$ cat config.mk
export PLATFORM = sky130hd
export DESIGN_NAME = id_ex_pipe_stage
export DESIGN_NICKNAME = d
export VERILOG_FILES = /design/src/rtl/id_ex_pipe_stage.sv
export SDC_FILE = /design/constraint.sdc
export NUM_CORES = 1
export LEC_CHECK = 0
export ABC_AREA = 1
export BUFFER_PORTS_ARGS = -buffer_cell sky130_fd_sc_hd__clkbuf_2
export CAP_MARGIN = 15
export CORE_MARGIN = 3
export CORE_UTILIZATION = 39
export CTS_CLUSTER_DIAMETER = 60
export DETAILED_ROUTE_END_ITERATION = 8
export HOLD_SLACK_MARGIN = 0.02
export PLACE_DENSITY_LB_ADDON = 0.12
export RECOVER_POWER = 50
export SYNTH_ARGS = -nofsm -noshare
export SYNTH_HDL_FRONTEND = slang
export SYNTH_SLANG_ARGS = --single-unit
$ cat constraint.sdc
create_clock -name clk -period 21.6 [get_ports clk]
set_input_delay 6.48 -clock clk [delete_from_list [all_inputs] [get_ports clk]]
set_output_delay 6.48 -clock clk [all_outputs]
set_load 0.01 [all_outputs]
$ cat src/rtl/id_ex_pipe_stage.sv
// rtl/id_ex_pipe_stage.sv - ID->EX pipeline stage with two-entry skid buffer, flush and stats
//
// Carries a decode payload to execute over a valid/ready handshake. A main
// register feeds EX and a skid register absorbs the beat in flight when EX
// back-pressures, so in_ready can be a pure register output. Flush empties
// both entries and zeroes their payloads.
//
// Ports:
//   clk, rst                 rising-edge clock, asynchronous active-high reset
//   in_valid/in_data/in_ready    decode-side handshake and payload
//   out_valid/out_data/out_ready EX-side handshake and payload (zero when idle)
//   flush                    synchronous kill of all held entries
//   level                    entries held (0..2)
//   flush_count              saturating count of valid entries discarded by flush
//   stall_count              saturating count of cycles with out_valid & !out_ready
module id_ex_pipe_stage #(
   parameter int PAYLOAD_W = 133,
   parameter int CNT_W     = 16
) (
   input  logic                 clk,
   input  logic                 rst,
   input  logic                 in_valid,
   input  logic [PAYLOAD_W-1:0] in_data,
   output logic                 in_ready,
   output logic                 out_valid,
   output logic [PAYLOAD_W-1:0] out_data,
   input  logic                 out_ready,
   input  logic                 flush,
   output logic [1:0]           level,
   output logic [CNT_W-1:0]     flush_count,
   output logic [CNT_W-1:0]     stall_count
);

   logic                 skid_valid;
   logic [PAYLOAD_W-1:0] skid_data;
   logic                 in_fire;
   logic                 out_fire;
   logic [CNT_W:0]       flush_sum;

   // in_ready depends only on the skid flop, never on out_ready or flush.
   assign in_ready = ~skid_valid;
   assign in_fire  = in_valid & in_ready;
   assign out_fire = out_valid & out_ready;
   assign level    = {1'b0, out_valid} + {1'b0, skid_valid};

   // One extra bit catches the carry so the counter can clamp at all-ones.
   assign flush_sum = {1'b0, flush_count}
                    + {{CNT_W{1'b0}}, out_valid}
                    + {{CNT_W{1'b0}}, skid_valid};

   always_ff @(posedge clk or posedge rst) begin
      if (rst) begin
         out_valid   <= 1'b0;
         out_data    <= '0;
         skid_valid  <= 1'b0;
         skid_data   <= '0;
         flush_count <= '0;
         stall_count <= '0;
      end else begin
         // Stall accounting also runs in the flush cycle.
         if (out_valid && !out_ready && (stall_count != {CNT_W{1'b1}}))
            stall_count <= stall_count + 1'b1;

         if (flush) begin
            out_valid   <= 1'b0;
            out_data    <= '0;
            skid_valid  <= 1'b0;
            skid_data   <= '0;
            flush_count <= flush_sum[CNT_W] ? {CNT_W{1'b1}} : flush_sum[CNT_W-1:0];
         end else if (skid_valid) begin
            // Input is blocked; the skid entry moves up once EX takes the head.
            if (out_fire) begin
               out_data   <= skid_data;
               out_valid  <= 1'b1;
               skid_valid <= 1'b0;
               skid_data  <= '0;
            end
         end else if (!out_valid || out_ready) begin
            out_valid <= in_fire;
            out_data  <= in_fire ? in_data : '0;
         end else if (in_fire) begin
            // Head is stalled: park the beat that was already in flight.
            skid_data  <= in_data;
            skid_valid <= 1'b1;
         end
      end
   end

endmodule

==> results.cfg <==
[status]
status = finished, violations left
violations = capacitance limit, slew limit

[cts]
clock_path_buffers = 3
cts_buffers = 38
post-cts-setup-buffers = 0
clkSinkCount = 300
cts-root-buf = clkbuf_16
cts_resized = 0
cts_max_level = 2
clk_pin_slew_worst_paths_ns = 0.06
clk_latency_ns = 0.54
holdBufCountCts = 0
cts_tree = yes

[grt]
grt_use_met2_pct = 33.4
grt-ovfl-total = 0
grt_usage_pct = 21.7
grt_max_degree = 182
grt_pass1_vias = 12200
antenna_found_initial = 9
grt_pass1_wl_um = 67700
grt_util_met3_pct = 6.94
use_met1_pct = 29.7
grt.busiest_layer = met2

[critical_path]
worst-setup-path-type = in -> async
critical_path_arrival_ns = 12.30
crit_path_start_kind = primary input
cp.required_ns = 20.63
end_kind = async pin
path_max_fanout = 99

[min_path]
hold_class = reg -> reg

[sta]
post-route-min-period_ns = 13.27
tightest_slew_ns = 4.53
clock.fmax_mhz = 75.3
drv_slew = 311
skew_ns = 0.0130
timing.final.ws_setup_ns = 8.33
setup_violations = 0
holdWs_ns = 0.475
tns_ns = 0
hold_viol = 0
rsz0062_at_grt = no
period_share_pct = 61.5
slew_headroom_pct = -203

[route]
via_count = 12500
drt_iter0_markers = 672
wl_per_cell_um = 17.8
drc = 0
wirelength_um = 42100
dr.pass1.iters = 4
viasPerCell = 5.25
antenna_left = 0

[yosys]
synth_edf_count = 0
synth.cell_area_um2 = 14100
avgSynthCellArea_um2 = 8.55
ys_seq_area_share_pct = 53.2
synthCells = 1650
yosysMostFrequentCell = nand2_1
yosysTopAreaCell = dfrtp_1
ys_top_cells_by_count = nand2_1, dfrtp_1, nand3_1
synth_top_area_share_pct = 53.2
synth_async_sr_flop_share_pct = 100
synth_cell_types = 33
syn_nets = 1792
ys_warn_count = 0
ys_seq_elements = 300
synth_ff_type = dfrtp_1
synthTopCellsByArea = dfrtp_1, nand2_1, nand3_1

[placement]
gp_congestion = 0.797
pre_cts_slack_ns = 11.70
port_buffers = 306
dp_hpwl_um = 24900

[die]
start_util_pct = 39.6
coreArea_um2 = 35700
boundaryPins = 307
rows = 69
die_y_um = 196
dieArea_um2 = 38500
dieWidth_um = 196

[final_layout]
finalNetCount = 2022
seq_area_um2 = 7510
layout-drive-gt1-share_pct = 11.9
finalCoreUtilization_pct = 46.5
fillers = 3629
area_growth_pct = 17.5
multi_input_area_um2 = 5600

[power]
p_int_mw = 1.04
p_leak_nw = 8.17
clkPwrFrac_pct = 41.9
power_frac_comb_pct = 13.2
powerDensity_nw_per_um2 = 87.2
sequentialPowerShare_pct = 44.8
p_sw_share_pct = 28.3
total_power_mw = 1.45
vdd_drop_max_mv = 0.0585
p_sw_mw = 0.409

[run]
drv_cap = 4
-- stage by stage --
stage               cell area [um^2]  cells
finish                         16600   2370
global placement               15600   2301
CTS                            16800   2367
detailed placement             15600   2301
floorplan                      14100   1650
global route                   16600   2370
-- layer usage --
layer  wire length, um  up-vias  part of all wire, %
met2             19300      349                   46
met5                85        -                 0.20
met4              1000       12                  2.4
met1             18300     6036                   44
met3              3400       74                  8.1
li1                  -     5983                    -
-- cells by family after synthesis --
| family | Yosys count | synth area share [%] |
|---|---|---|
| buf+inv | 206 | 7.00 |
| flops | 300 | 53.2 |
| compound gates | 281 | 12.4 |
| xor+xnor | 9 | 0.559 |
| simple gates | 850 | 26.5 |
| fa+ha+maj | 4 | 0.408 |
-- path summary, 6_finish.rpt --
path                             start            to  depth (start not counted)  slack [ns]
min in group asynchronous          rst  out_data[46]                          2        7.28
max                                rst    skid_valid                          3        8.33
max reg2reg                 skid_valid  out_data[89]                          7       17.30
max in group clk                 flush  out_data[95]                          8        8.81
min                        out_data[6]   out_data[6]                          2        0.48
min reg2reg                out_data[6]   out_data[6]                          2        0.48
-- layout by cell type (no fill, tap or decap), drive strengths merged, types with 4 or more instances in the layout --
master	n
a22o	90
buf	9
clkbuf	363
clkinv	7
clkinvlp	4
dfrtp	300
inv	78
nand2	506
nand3	290
nand3b	4
nand4	14
nor2	28
nor3	6
o21ai	188
xnor2	7
-- critical path, cell delays in order --
cell and delay, ns:
clkbuf_2 0.09, clkinvlp_2 2.49, clkbuf_1 3.15
-- power groups by stage --
stage                     sequential [mW]  combinational [mW]  clock, mW
after global placement              0.656               0.199          0
after floorplan                     0.660               0.122          0
after global routing                0.654               0.220      0.649
after detailed placement            0.657               0.201          0
final                               0.648               0.192      0.606
after CTS                           0.648               0.202      0.627
-- final cells by class --
class                      count  area share, %
sequential                   300           45.3
clock inverter                11          0.581
timing repair buffer         317           8.43
multi-input combinational   1144           33.8
inverter                      79           1.85
tap                          461           3.48
clock buffer                  55           6.55
antenna                        3         0.0453
-- flip-flops by register name (all words and copies together), names as in the netlist --
| register | count |
|---|---|
| out_data | 133 |
| skid_data | 133 |
| flush_count | 16 |
| stall_count | 16 |
| out_valid | 1 |
| skid_valid | 1 |
No activity file was read; power rests on OpenSTA's default activity.
